[src/rtl/axis_snooper_pkg.sv]
// axis_snooper_pkg: shared state encoding and sizing helpers for the AXI-Stream snooper.
package axis_snooper_pkg;
    localparam logic [1:0] ST_SYNC    = 2'd0;
    localparam logic [1:0] ST_IDLE    = 2'd1;
    localparam logic [1:0] ST_CAPTURE = 2'd2;
    localparam logic [1:0] ST_DROP    = 2'd3;

    typedef enum logic [1:0] {
        SYNC    = ST_SYNC,
        IDLE    = ST_IDLE,
        CAPTURE = ST_CAPTURE,
        DROP    = ST_DROP
    } state_t;

    function automatic int keep_width(input int data_width);
        return data_width / 8;
    endfunction
endpackage

[src/rtl/keep_popcount.sv]
// keep_popcount: counts set TKEEP bits, contiguous or not.
module keep_popcount #(
    parameter int KEEP_WIDTH = 8,
    parameter int INC_WIDTH  = 8
) (
    input  logic [KEEP_WIDTH-1:0] i_keep,
    output logic [INC_WIDTH-1:0]  o_count
);
    always_comb begin
        o_count = '0;
        for (int i = 0; i < KEEP_WIDTH; i++)
            o_count = o_count + INC_WIDTH'(i_keep[i]);
    end
endmodule

[src/rtl/axis_snooper.sv]
// axis_snooper: passively captures AXI-Stream packets into an arbitrated packet buffer,
// dropping and counting packets that start while no buffer is free.
module axis_snooper
    import axis_snooper_pkg::*;
#(
    parameter int PACKMEM_ADDR_WIDTH = 8,
    parameter int PACKMEM_DATA_WIDTH = 64,
    parameter int INC_WIDTH          = 8,
    parameter int DROP_CNT_WIDTH     = 32
) (
    input  logic                                         clk,
    input  logic                                         rst,
    input  logic [PACKMEM_DATA_WIDTH-1:0]                sn_TDATA,
    input  logic [keep_width(PACKMEM_DATA_WIDTH)-1:0]    sn_TKEEP,
    input  logic                                         sn_TLAST,
    input  logic                                         sn_TVALID,
    input  logic                                         sn_TREADY,
    input  logic                                         rdy,
    output logic                                         ack,
    output logic [PACKMEM_ADDR_WIDTH-1:0]                addr,
    output logic [PACKMEM_DATA_WIDTH-1:0]                wr_data,
    output logic                                         wr_en,
    output logic [INC_WIDTH-1:0]                         byte_inc,
    output logic                                         done,
    output logic                                         drop_pulse,
    output logic [DROP_CNT_WIDTH-1:0]                    drop_cnt
);
    localparam int KW = keep_width(PACKMEM_DATA_WIDTH);

    state_t                        r_state;
    logic [PACKMEM_ADDR_WIDTH-1:0] r_next;
    logic                          r_full;
    logic                          w_beat;
    logic                          w_cap;
    logic                          w_wr;
    logic                          w_drop;
    logic [INC_WIDTH-1:0]          w_inc;

    keep_popcount #(.KEEP_WIDTH(KW), .INC_WIDTH(INC_WIDTH)) u_pop (
        .i_keep  (sn_TKEEP),
        .o_count (w_inc)
    );

    assign w_beat = sn_TVALID && sn_TREADY;
    assign ack    = r_state == IDLE && w_beat && rdy;
    assign w_drop = r_state == IDLE && w_beat && !rdy;
    assign w_cap  = r_state == CAPTURE && w_beat;
    assign w_wr   = ack || (w_cap && !r_full);

    always_ff @(posedge clk or negedge rst) begin
        if (!rst) begin
            r_state    <= SYNC;
            r_next     <= '0;
            r_full     <= 1'b0;
            addr       <= '0;
            wr_data    <= '0;
            wr_en      <= 1'b0;
            byte_inc   <= '0;
            done       <= 1'b0;
            drop_pulse <= 1'b0;
            drop_cnt   <= '0;
        end else begin
            wr_en      <= w_wr;
            done       <= w_beat && sn_TLAST && (ack || r_state == CAPTURE);
            drop_pulse <= w_drop;
            if (w_drop && drop_cnt != '1)
                drop_cnt <= drop_cnt + DROP_CNT_WIDTH'(1);
            if (w_wr) begin
                addr     <= ack ? '0 : r_next;
                wr_data  <= sn_TDATA;
                byte_inc <= w_inc;
            end
            // r_full latches once the top word is written, so addresses never wrap
            if (ack) begin
                r_next <= PACKMEM_ADDR_WIDTH'(1);
                r_full <= 1'b0;
            end else if (w_cap && !r_full) begin
                if (r_next == '1)
                    r_full <= 1'b1;
                else
                    r_next <= r_next + PACKMEM_ADDR_WIDTH'(1);
            end
            if (w_beat)
                r_state <= sn_TLAST ? IDLE : (r_state == IDLE ? (rdy ? CAPTURE : DROP) : r_state);
        end
    end
endmodule
[config.mk]
export PLATFORM = sky130hd
export DESIGN_NAME = axis_snooper
export DESIGN_NICKNAME = d
export VERILOG_FILES = /design/src/rtl/axis_snooper_pkg.sv /design/src/rtl/keep_popcount.sv /design/src/rtl/axis_snooper.sv
export SDC_FILE = /design/constraint.sdc
export NUM_CORES = 1
export LEC_CHECK = 0
export ABC_CLOCK_PERIOD_IN_PS = 2500
export CORE_MARGIN = 2
export CORE_UTILIZATION = 45
export DETAILED_ROUTE_END_ITERATION = 7
export HOLD_SLACK_MARGIN = 0.08
export PLACE_DENSITY = 0.81
export SETUP_SLACK_MARGIN = 0.02
export SLEW_MARGIN = 20
export SYNTH_ARGS = -nofsm -noshare
export SYNTH_HDL_FRONTEND = slang
export SYNTH_SLANG_ARGS = --single-unit
[constraint.sdc]
create_clock -name clk -period 2.5 [get_ports clk]
set_input_delay 0.625 -clock clk [delete_from_list [all_inputs] [get_ports clk]]
set_output_delay 0.625 -clock clk [all_outputs]
set_load 0.1 [all_outputs]
### Word level (Yosys, flattened, before mapping)

Index checks and enable logic that the tools add are counted.

| storage, ports and cells | value |
|---|---|
| word-level logic and storage cells | 53 |
| output and inout bits | 116 |
| register bits after elaboration | 126 |
| input port bits | 78 |

| operators by class | value |
|---|---|
| add/sub/neg operators | 9 |
| eq/ne operators | 5 |
| muxes and demuxes | 10 |
| reduce and logical (&&, ||, !) cells | 19 |

Operators with widths:

| kind | number |
|---|---|
| 8-bit by 1-bit adder with 8-bit output | 6 |
| 32-bit by 1-bit adder with 32-bit output (second input constant) | 1 |
| 8-bit two-way mux | 4 |
| 32-bit inequality test (second input constant) | 1 |
| 1-bit logical AND | 9 |
| 8-bit by 1-bit adder with 8-bit output (second input constant) | 1 |
| 8-bit == test (second input constant) | 1 |
| 2-bit AND reduction | 3 |
| 2-bit nonzero test | 3 |
| 1-bit two-way mux | 4 |
| 2-bit two-way mux | 2 |
| 1-bit by 1-bit adder with 2-bit output | 1 |
| 2-bit by 1-bit == test with 1-bit output (second input constant) | 1 |
| 2-bit == test (second input constant) | 1 |
| 1-bit zero test | 2 |
| 1-bit logical OR | 2 |
| 2-bit inequality test (second input constant) | 1 |

### Depth between registers and ports, before layout

Gate-level depths: netlist of run 1.

| logic depth | value |
|---|---|
| depth after elaboration | 7 |
| depth in mapped cells | 9 |
| mapped depth without buffers | 9 |

### Hierarchy

From an unflattened synthesis of run 1, not the netlist that was laid out.

| second synthesis, totals | value |
|---|---|
| cell total of the unflattened synthesis | 411 |
| area, all modules | 5368.9 um^2 |

Modules (own cells, without submodules):

| module | cells each | instances | sequential area each (um^2) | area an instance (um^2) |
|---|---|---|---|---|
| axis_snooper | 385 | 1 | 3153.0 | 5156.2 |
| keep_popcount | 26 | 1 | 0.0 | 212.7 |

### Worst setup path after synthesis of run 1

Ideal clock, no wire load.

| timing path | value |
|---|---|
| path type | input to register |
| start | input sn_TKEEP[0] |
| end | register byte_inc[1] |
| arrival time | 2.950 ns |
| setup time | 0.125 ns |
| path buffers | 0 |
| path slack | -0.575 ns |
| cell stages on the path | 8 |
| data required time | 2.375 ns |
| path through | ha_1 -> inv_1 -> fa_1 -> fa_1 -> inv_1 -> fa_1 -> fa_1 -> mux2_2 |

| on the way | value |
|---|---|
| cells in the longest elaborated chain, start to end | 7 |

Ends and longest elaborated chain:

| item | line | text |
|---|---|---|
| start, declared | axis_snooper.sv:14 | `input logic [keep_width(PACKMEM_DATA_WIDTH)-1:0] sn_TKEEP,` |
| 1-bit by 1-bit adder with 2-bit output | keep_popcount.sv:12 | `o_count = o_count + INC_WIDTH'(i_keep[i]);` |
| 8-bit by 1-bit adder with 8-bit output (6 in series) | keep_popcount.sv:12 |  |
| via u_pop.o_count[1] | keep_popcount.sv:7 | `output logic [INC_WIDTH-1:0] o_count` |
| end signal, assigned | axis_snooper.sv:71 | `byte_inc <= w_inc;` |
| end, declared | axis_snooper.sv:23 | `output logic [INC_WIDTH-1:0] byte_inc,` |

The timed path passes the listed nets, and every way through them passes these cells.
A chain may end at the register's enable or synchronous reset.

### Final worst setup path of run 1

| timing path | value |
|---|---|
| start | input sn_TKEEP[1] |
| end | register byte_inc[1] |

Same word-level chain as after synthesis.

==> reports/metrics.yaml, run 1 <==
cts_htree_levels: 4
areaGrowthSynthToFinish_pct: 46.8
n_fill_cell: 817
multi_input_area_sq_um: 2150
antenna_found_initial: 0
clock_latency_ns: 0.41
setup_slack_ns: -0.208
regArea_sq_um: 3060
finalHoldWorstSlack_ns: 0.139
setup_viol: 2
cts-root-buf: "clkbuf_16"
place.gp.congestion: 0.813
ys_ff_latch: 122
synth_cell_types: 43
io_pins: 194
r2r_end: "drop_cnt[9]"
rsz0062_at_grt: "yes"
min_period_ns: 2.71
cp.required_ns: 2.79
diodes: 0
via_count: 3916
drt_first_pass_iters: 6
violations: "setup timing"
place_ws_ns: -1.03
cts_sinks: 122
syn_avg_cell_area_sq_um: 13.4
hpwl_microns: 9150
port_buffers: 189
vias_per_cell: 5.11
antenna_left: 0
arrival_ns: 3.00
async_flop_share: 1.00
tritoncts: "yes"
cts_made_buffers: 17
synth_edf_count: 0
crit_fanout: 2
rr_startpoint: "drop_cnt[18]"
coreArea_sq_um: 11500
fin_nets: 698
netlist_area_sq_um: 5300
initial_core_util: 0.462
r2r_slack_ns: 0.30
dr.first_iter.drc_count: 122
fin_skew_ns: 0.00853
start_kind: "input port"
drive_gt1_frac: 0.416
worstSetupPathType: "in -> reg"
endpoint_kind: "flip-flop"
syn_inst: 395
synth-main-ff-cell: "dfrtp_1"
max_freq_mhz: 369
fp.dieW_microns: 113
yosysWarnings: 0
fin_util: 0.678
yosysSeqAreaShare: 0.576
cts.path.max_buffers: 2
dieArea_sq_um: 12700
hold_viol: 0
clkTransAtPathRegs_ns: 0.05
drc: 0
finalCritPeriodShare: 1.08
grt_usage: 0.205
grt_pass1_vias: 4093
wl_microns: 12300
grt_max_degree: 59
slew_viol_final: 0
grt_first_pass_wirelength_microns: 20300
overflow: 0
status: "finished, violations left"
hold_buffers: 0
reg2regPathDepth: 6
hold_path_class: "in -> async"
post_drt_wl_per_cell_microns: 16.1
max-cap-violations: 0
std_cell_rows: 39
die_y_microns: 113
logic make-up (layout without fill, tap and decap cells):
logic type | Yosys count | in the layout | synth area share
XOR/XNOR | 38 | 38 | 0.0628
AO/OA/AOI/OAI | 12 | 12 | 0.0208
flip-flops | 122 | 122 | 0.576
adder cells (fa/ha/maj) | 9 | 9 | 0.0269
multiplexers | 76 | 76 | 0.159
other | 1 | 4 | 0.000707
buffers and inverters | 27 | 252 | 0.0283
AND/OR/NAND/NOR | 110 | 110 | 0.125
worst max path at each step:
stage,startpoint,end
2_1_floorplan,sn_TKEEP[1],byte_inc[1]
3_3_place_gp,sn_TKEEP[0],byte_inc[1]
3_5_place_dp,sn_TKEEP[0],byte_inc[1]
4_1_cts,sn_TKEEP[0],byte_inc[1]
5_1_grt,sn_TKEEP[1],byte_inc[1]
6_report,sn_TKEEP[1],byte_inc[1]
cell usage after synthesis (3+ instances only):
cell	n	area (sq um)
nand3_1	20	100
mux2i_1	9	90.1
and3_1	8	50.1
xnor2_1	14	123
mux2_2	67	754
fa_1	4	80.1
xor2_1	24	210
buf_6	3	33.8
dfrtp_1	122	3050
o21ai_0	3	15.0
and4_1	5	43.8
inv_1	9	33.8
nand4_1	11	68.8
buf_4	4	30.0
nor2_1	23	86.3
a21oi_1	3	15.0
buf_2	9	45.0
nor3_1	7	35.0
nand2_1	14	52.6
ha_1	5	62.6
through the flow:
stage | std cells | instance area, sq um | setup TNS, ns
floorplan | 398 | 5340 | -1.11
global placement | 735 | 7240 | -3.26
detailed placement | 735 | 7240 | -3.73
CTS | 766 | 7780 | -0.572
global route | 766 | 7780 | -0.437
finish | 766 | 7780 | -0.318
layer usage:
metal / part of all wire / track usage
met4: 0.022 / 0.0911
met2: 0.52 / 0.342
met3: 0.047 / 0.0524
met1: 0.42 / 0.250
met5: 0 / 0
timing repair:
action / CTS / global route
pin swaps: 6 / 5
endpoints found under the setup margin: 4 / 4
resized for setup: 15 / 1
setup buffers: 0 / 0
worst max-delay path, stage by stage:
cell and delay [ns]:
buf_6 0.10, ha_4 0.25, inv_2 0.03, fa_1 0.44, fa_1 0.50, inv_2 0.04, fa_2 0.35, fa_2 0.41
mux2_4 0.26
state kept, by name, indices dropped and copies added, names as in the netlist:
signal	flops
drop_pulse	1
r_next	8
wr_data	64
done	1
r_state	2
byte_inc	4
addr	8
r_full	1
wr_en	1
drop_cnt	32
layout make-up:
class	count	area share
inverter	10	0.00482
clock buffer	23	0.0627
timing repair buffer	211	0.234
sequential	122	0.393
multi-input combinational	249	0.276
clock inverter	8	0.00579
tap	143	0.0230
cells in the final DEF (no fill, tap or decap), drive strengths merged, types with 5 or more instances in the layout:
cell           count
xor2              24
nand3             20
and3               9
mux2i              9
clkbuf            23
buf              137
xnor2             14
nor4               5
ha                 5
nand4             13
clkdlybuf4s50     72
and4               5
nor2              23
nor3               8
clkinv             6
inv               10
mux2              67
dfrtp            122
nand2             14
Power of run 1 is left out: the tool's default activity adds up to more than one toggle a clock period on the data nets, which glitch-free logic cannot reach.
==> run 2, diff against run 1 <==
--- a/config.mk
+++ b/config.mk
@@ -8,9 +8,11 @@
 export ABC_CLOCK_PERIOD_IN_PS = 2500
 export CORE_MARGIN = 2
 export CORE_UTILIZATION = 45
+export CTS_CLUSTER_SIZE = 10
 export DETAILED_ROUTE_END_ITERATION = 7
 export HOLD_SLACK_MARGIN = 0.08
 export PLACE_DENSITY = 0.81
+export REMOVE_ABC_BUFFERS = 1
 export SETUP_SLACK_MARGIN = 0.02
 export SLEW_MARGIN = 20
 export SYNTH_ARGS = -nofsm -noshare
==> reports/metrics.yaml, run 2 (synthesis gave the netlist of run 1 again) <==
drive_gt1_frac: 0.404
fin_nets: 696
grt_max_degree: 55
areaGrowthSynthToFinish_pct: 48.7
die_y_microns: 113
std_cell_rows: 39
max-cap-violations: 0
layout_common_cells: "125 x buf_4, 122 x dfrtp_1, 72 x clkdlybuf4s50_1"
cts-root-buf: "clkbuf_16"
setup_slack_ns: -0.268
start_kind: "input port"
largest_reg_flops: 64
fin_skew_ns: 0.0119
dr.first_iter.drc_count: 114
coreArea_sq_um: 11500
final_common_cell: "buf_4"
drt_first_pass_iters: 4
grt_first_pass_wirelength_microns: 20400
min_period_ns: 2.77
arrival_ns: 3.06
violations: "setup timing"
cts_made_buffers: 17
multi_input_area_sq_um: 2140
crit_fanout: 2
wl_microns: 12500
grt_pass1_vias: 3907
critical_path.startpoint: "sn_TKEEP[1]"
fp.dieW_microns: 113
cp.required_ns: 2.79
drc: 0
via_count: 3793
hold_viol: 0
post_drt_wl_per_cell_microns: 16.3
initial_core_util: 0.462
hpwl_microns: 9210
clkTransAtPathRegs_ns: 0.05
tritoncts: "yes"
cts_sinks: 122
rsz0062_at_grt: "yes"
hold_path_class: "in -> async"
dieArea_sq_um: 12700
post-cts-setup-buffer-count: 0
placed_cells: 733
finalCritPeriodShare: 1.11
top_register: "wr_data"
antenna_left: 0
setup_viol: 2
slew_viol_final: 0
io_pins: 194
antenna_found_initial: 0
vias_per_cell: 4.96
place.gp.congestion: 0.787
rr_startpoint: "drop_cnt[18]"
max_freq_mhz: 361
endpoint_kind: "flip-flop"
cts.path.max_buffers: 2
top_regs: "wr_data: 64 flops, drop_cnt: 32 flops"
n_fill_cell: 810
grt_usage: 0.206
overflow: 0
fin_util: 0.687
worstSetupPathType: "in -> reg"
port_buffers: 189
cts_htree_levels: 4
fin_cells: 765
status: "finished, violations left"
diodes: 0
regArea_sq_um: 3050
clock_latency_ns: 0.41
## run 2: critical path, cell delays in order
cell	delay [ns]
buf_6	0.10
ha_4	0.25
inv_2	0.03
fa_1	0.46
fa_1	0.53
inv_2	0.04
fa_2	0.34
fa_2	0.41
mux2_4	0.27
## run 2: stage by stage
stage	hold slack, ns	cell area [sq um]	setup slack (ns)	TNS (ns)
after floorplan	0.329	5200	-2.35	-169.72
after global placement	0.476	7250	-1.06	-3.36
after detailed placement	0.486	7250	-1.14	-3.66
after CTS	0.163	7880	-0.380	-0.624
after global routing	0.176	7880	-0.295	-0.478
final	0.158	7880	-0.268	-0.411
## run 2: path summary, 6_finish.rpt
path                                end  slack, ns  depth (start not counted)
setup / recovery            byte_inc[1]      -0.27                          9
hold / removal              wr_data[52]       0.16                          1
setup reg to reg            drop_cnt[1]       0.40                          5
hold reg to reg            drop_cnt[26]       0.49                          1
max in group asynchronous    wr_data[4]       1.70                          2
min in group clk           drop_cnt[26]       0.49                          1
## run 2: what timing repair did
| action | CTS | global route |
|---|---|---|
| gates resized for setup | 18 | 0 |
| endpoints found under the setup margin | 4 | 4 |
| hold endpoints to repair | 0 | 0 |
| pin swaps | 7 | 5 |
| hold buffers | 0 | 0 |
## run 2: metal layers
layer | global-route usage | vias up | wire, microns | part of all wire
met2 | 0.341 | 127 | 6270 | 0.50
met3 | 0.0680 | 14 | 737 | 0.059
met5 | 0 | - | 0 | 0
met4 | 0.0724 | 0 | 159 | 0.013
met1 | 0.255 | 1836 | 5280 | 0.42
li1 | - | 1816 | - | -
## run 2: final cells by class
cell class | instances | area share
flip-flops and latches | 122 | 0.387
clock buffers | 25 | 0.0629
repair buffers | 209 | 0.236
multi-input cells | 249 | 0.272
inverters | 10 | 0.00476
well taps | 143 | 0.0227
clock inverters | 7 | 0.0143
Power of run 2 is left out for the same reason.
==> RTL change 1, RTL diff (config.mk and constraints of run 2) <==
`DROP_CNT_WIDTH`: 32 -> 48.
--- a/src/rtl/axis_snooper.sv
+++ b/src/rtl/axis_snooper.sv
@@ -6,7 +6,7 @@
     parameter int PACKMEM_ADDR_WIDTH = 8,
     parameter int PACKMEM_DATA_WIDTH = 64,
     parameter int INC_WIDTH          = 8,
-    parameter int DROP_CNT_WIDTH     = 32
+    parameter int DROP_CNT_WIDTH     = 48
 ) (
     input  logic                                         clk,
     input  logic                                         rst,
Ports: changed (resized drop_cnt); port bits go from 194 to 210. No check against the original RTL was run, so the function may have changed too.
==> RTL change 1 against run 2 <==
The flow still finishes with violations (setup timing); wire length is 19% higher; synthesized area is 13% higher; sequential cell count is 16 higher; worst setup slack better by 0.077 ns; utilization is 1.1 points lower; via count is 23% higher; final area is 13% higher.
==> RTL change 1: results (changes against run 2) <==
Synthesis
  – Distinct cells, synth: 42 (-2.3%)
  – Largest cells by area after synthesis: dfrtp_1 58%, mux2_2 13%, xnor2_1 4.5%
  – Synth cell count leaders: 138 x dfrtp_1, 67 x mux2_2, 41 x nand2_1
  – Post-synthesis sequential area ratio: 0.576 (about the same)
  – Synth warn: 0 (unchanged)
  – Post-Syn Instances: 488 (+24%)
  – Async SR Flop Fraction: 1.00 (unchanged)

Cells and area
  – # fillers: 967 (+19%)
  – Antenna Cells: 0 (unchanged)
  – Final cell count without fillers: 919 (+20%)
  – Top Registers: wr_data (64), drop_cnt (48)
  – Nets@finish: 817 (+17%)
  – Fraction of layout cells with a size suffix above 1: 0.390 (-0.0132)

Timing
  – Worst Skew: 0.00520 ns (-0.00668 ns)
  – Post-route worst setup slack: -0.191 ns (+0.0770 ns)
  – Final setup fails: 2 (unchanged)
  – Setup TNS: -0.343 ns (+0.0677 ns)

Clocking
  – Worst skew pair latency: 0.41 ns (about the same)
  – CTS clock-pin slew for the worst setup and hold paths: roughly 0.060 ns
  – Clk buf depth: 2 (unchanged)
  – H-tree levels: 4 (unchanged)
  – Clock root buffer master: clkbuf_16
  – Total CTS buffers: 17 (unchanged)

Placed design
  – DP Worst Slack: -0.976 ns (+0.160 ns)
  – Final HPWL DP: 10900 µm (+19%)
  – IO buf count: 205 (+8.5%)
  – Placer Congestion: 0.837 (+6.3%)
  – Placed Cells: 885 (+21%)

Pwr
  – Leak: about 4.2 nW
  – Max IR drop VDD: around 0.84 mV

Global route
  – Global-route wire length before repair: 23700 µm (+16%)
  – Initial antenna violation count: 0 (unchanged)
  – GRT Total Usage: 0.213 (+0.00615)
  – Pin count of the biggest net entering global routing: 70 (+27%)
  – Vias in the first global route: 4731 (+21%)

Drt
  – Vias per cell: 5.08 (+2.4%)
  – Drt first pass iters: 7 (+3)
  – Initial drt markers: 154 (+35%)
  – Wire per inst: 16.1 µm (-0.80%)

Outcome
  – Failing checks: setup timing
  – Status: complete, but fails checks

Min path
  – Min-Delay Path Class: flop to flop

Setup path
  – Maximum fanout along the worst path: 2 (unchanged)
  – CP arrival: 2.98 ns (-0.08 ns)
[RTL change 1: what timing repair did]
action                                  CTS  global route
endpoints found under the hold margin    15             0
endpoints found under the setup margin    7            10
resized for setup                        20            10
pin swaps                                 6             7
hold buffers                              1             0
cloned                                    0             0
setup buffers                             0             1
[RTL change 1: logic make-up after synthesis]
group | synth area share
AO/OA/AOI/OAI | 0.0271
multiplexers | 0.129
AND/OR/NAND/NOR | 0.139
buffers and inverters | 0.0296
adder cells (fa/ha/maj) | 0.0238
other | 0.000625
flip-flops | 0.576
XOR/XNOR | 0.0745
[RTL change 1: through the flow]
step | cell area [µm²] | power (mW)
after floorplan | 5910 | 8.40
after global placement | 8180 | 9.84
after detailed placement | 8180 | 9.94
after CTS | 8830 | 12.5
after global routing | 8880 | 12.8
final | 8880 | 12.4
[RTL change 1: report_power, final]
group | total [mW] | switching [mW] | leakage, nW | internal (mW)
clock | 2.54 | 0.943 | 0.281 | 1.60
combinational | 6.64 | 5.21 | 2.15 | 1.43
sequential | 3.25 | 0.380 | 1.75 | 2.87
[RTL change 1: path summary, 6_finish.rpt]
check,slack (ns),cells past startpoint,start,endpoint
setup / recovery,-0.19,11,sn_TKEEP[1],byte_inc[2]
hold / removal,0.50,1,drop_cnt[33],drop_cnt[33]
setup reg to reg,0.15,8,drop_cnt[1],drop_cnt[4]
hold reg to reg,0.50,1,drop_cnt[33],drop_cnt[33]
max in group asynchronous,1.26,3,rst,drop_cnt[10]
min in group asynchronous,0.61,2,rst,wr_data[25]
[RTL change 1: routing by layer]
layer  share of wire  track usage  wire, µm  up-vias
met3           0.080       0.0709      1190       22
met1            0.41        0.257      6050     2269
met2            0.49        0.361      7340      201
met4           0.017       0.0669       255        0
met5               0            0         0        -
li1                -            -         -     2176
[RTL change 1: final cells by class]
cell class              instances  area share
flip-flops and latches        138       0.389
multi-input cells             314       0.276
repair buffers                238       0.232
clock buffers                  18      0.0495
well taps                     176      0.0248
clock inverters                14      0.0193
inverters                      21     0.00888
[RTL change 1: critical path: stages]
cell and delay [ns]:
buf_6 0.10, ha_4 0.25, inv_2 0.03, fa_1 0.49, fa_1 0.43, inv_2 0.07, fa_2 0.20, inv_2 0.04
fa_2 0.35, xnor2_2 0.14, mux2_4 0.25
==> RTL change 2, RTL diff (flow settings as in run 2) <==
Made on the original files. Reset style: synchronous (`rst`), changed in one clocked block.
--- a/src/rtl/axis_snooper.sv
+++ b/src/rtl/axis_snooper.sv
@@ -47,7 +47,7 @@
     assign w_cap  = r_state == CAPTURE && w_beat;
     assign w_wr   = ack || (w_cap && !r_full);
 
-    always_ff @(posedge clk or negedge rst) begin
+    always_ff @(posedge clk) begin
         if (!rst) begin
             r_state    <= SYNC;
             r_next     <= '0;
Formal check against the unedited RTL: differs if rst is asserted again (counterexample within 4 cycles, from zero or initial values and one cycle with rst low); with rst held inactive, the same outputs for 10 cycles.
==> RTL change 2 against run 2 <==
The flow still finishes with violations (setup timing); wire length rose by 23%; utilization rose by 0.38 points; global-route usage rose by 4.3 points; critical path depth rose by 1; final area fell by 4.5%; first-iteration DRC count rose to 3.3 times the old value; worst setup slack improved by 0.017 ns; sequential share of layout area fell by 6.3 points; synthesized area fell by 5.0%; sequential cell count did not move; largest cell class unchanged.
==> RTL change 2: results (changes against run 2) <==
Outcome
  – Status: complete, but fails checks
  – Failing checks: setup timing

Drt
  – Final wirelength: 15300 µm (+23%)
  – Vias per cell: 5.25 (+5.9%)
  – Wire per inst: 15.7 µm (-3.3%)
  – Initial drt markers: 378 (+230%)
  – Drt first pass iters: 5 (+1)

Cells and area
  – Fraction of layout cells with a size suffix above 1: 0.229 (-0.174)
  – Nets@finish: 909 (+31%)

Timing
  – Worst Skew: 0.00696 ns (-0.00491 ns)
  – Post-route worst setup slack: -0.251 ns (+0.0167 ns)
  – Final setup fails: 2 (unchanged)

Placed design
  – Placer Congestion: 0.879 (+12%)
  – Placed Cells: 942 (+29%)
  – DP Worst Slack: -1.15 ns (-0.0115 ns)
  – Final HPWL DP: 10700 µm (+16%)

Synthesis
  – Largest cells by area after synthesis: dfxtp_1 48%, nand2_1 13%, a21oi_1 10%
  – Post-synthesis adder-cell area fraction: 0.0283 (+0.00142)
  – Mux contribution to synthesized area: 0.00398 (-0.155)
  – Synth cell count leaders: 176 x nand2_1, 122 x dfxtp_1, 104 x a21oi_1
  – Distinct cells, synth: 45 (+4.7%)
  – Most used flip-flop cell after synthesis: dfxtp_1
  – Async SR Flop Fraction: 0 (-1.00)
  – Syn_area_per_cell: 8.07 µm² (-40%)

Clocking
  – Clock root buffer master: clkbuf_8
  – Worst skew pair latency: 0.52 ns (+0.11 ns)

Pwr
  – Combinational power share: 0.090

Global route
  – GRT Total Usage: 0.249 (+0.0427)
  – Pin count of the biggest net entering global routing: 93 (+69%)
  – Initial antenna violation count: 0 (unchanged)
  – Global-route wire length before repair: 23200 µm (+14%)

Min path
  – Min-Delay Path Class: flop to flop

Setup path
  – CP arrival: 3.20 ns (+0.14 ns)
[RTL change 2: changes by cell type in the layout (fill, tap and decap cells not counted), moves of 7 or more]
cell,run 2,this run
mux2i_1,9,2
or4_1,0,10
and3_1,8,1
nand2_1,14,174
xor2_1,24,1
o31ai_1,0,8
dfrtp_1,122,0
o21ai_1,1,15
mux2_2,66,0
a21oi_1,3,103
inv_1,6,15
or3_1,0,19
dfxtp_1,0,122
[RTL change 2: path summary, 6_finish.rpt]
check	end	start	cells after the start
max	byte_inc[1]	sn_TKEEP[1]	10
min	wr_data[7]	wr_data[7]	2
max reg2reg	drop_cnt[7]	drop_cnt[0]	7
min reg2reg	wr_data[7]	wr_data[7]	2
[RTL change 2: critical path, stage by stage]
cell     delay [ns]
buf_6          0.10
ha_4           0.25
inv_2          0.03
fa_1           0.50
fa_1           0.52
inv_1          0.06
fa_2           0.36
fa_2           0.55
nand2_2        0.06
a21oi_2        0.15
[RTL change 2: kinds of logic after synthesis]
group                    Yosys count
XOR/XNOR                          11
other                              1
adder cells (fa/ha/maj)            9
AND/OR/NAND/NOR                  285
flip-flops                       122
buffers and inverters             56
multiplexers                       2
AO/OA/AOI/OAI                    138
[RTL change 2: timing repair]
item | CTS | global route
buffers inserted | 0 | 1
pin swaps | 9 | 7
gates resized for setup | 21 | 1
endpoints found under the setup margin | 5 | 3
hold buffers | 0 | 0
[RTL change 2: area by class of cell]
class	instances	area [µm²]
fillers	847	3360
flip-flops and latches	122	2440
multi-input cells	449	2390
repair buffers	213	1870
clock buffers	22	483
well taps	140	175
clock inverters	8	92.6
inverters	19	73.8
[RTL change 2: per-layer routing]
layer	wire (µm)	track usage
met5	0	0
met4	374	0.0949
met3	1260	0.0836
met2	7380	0.411
met1	6300	0.299
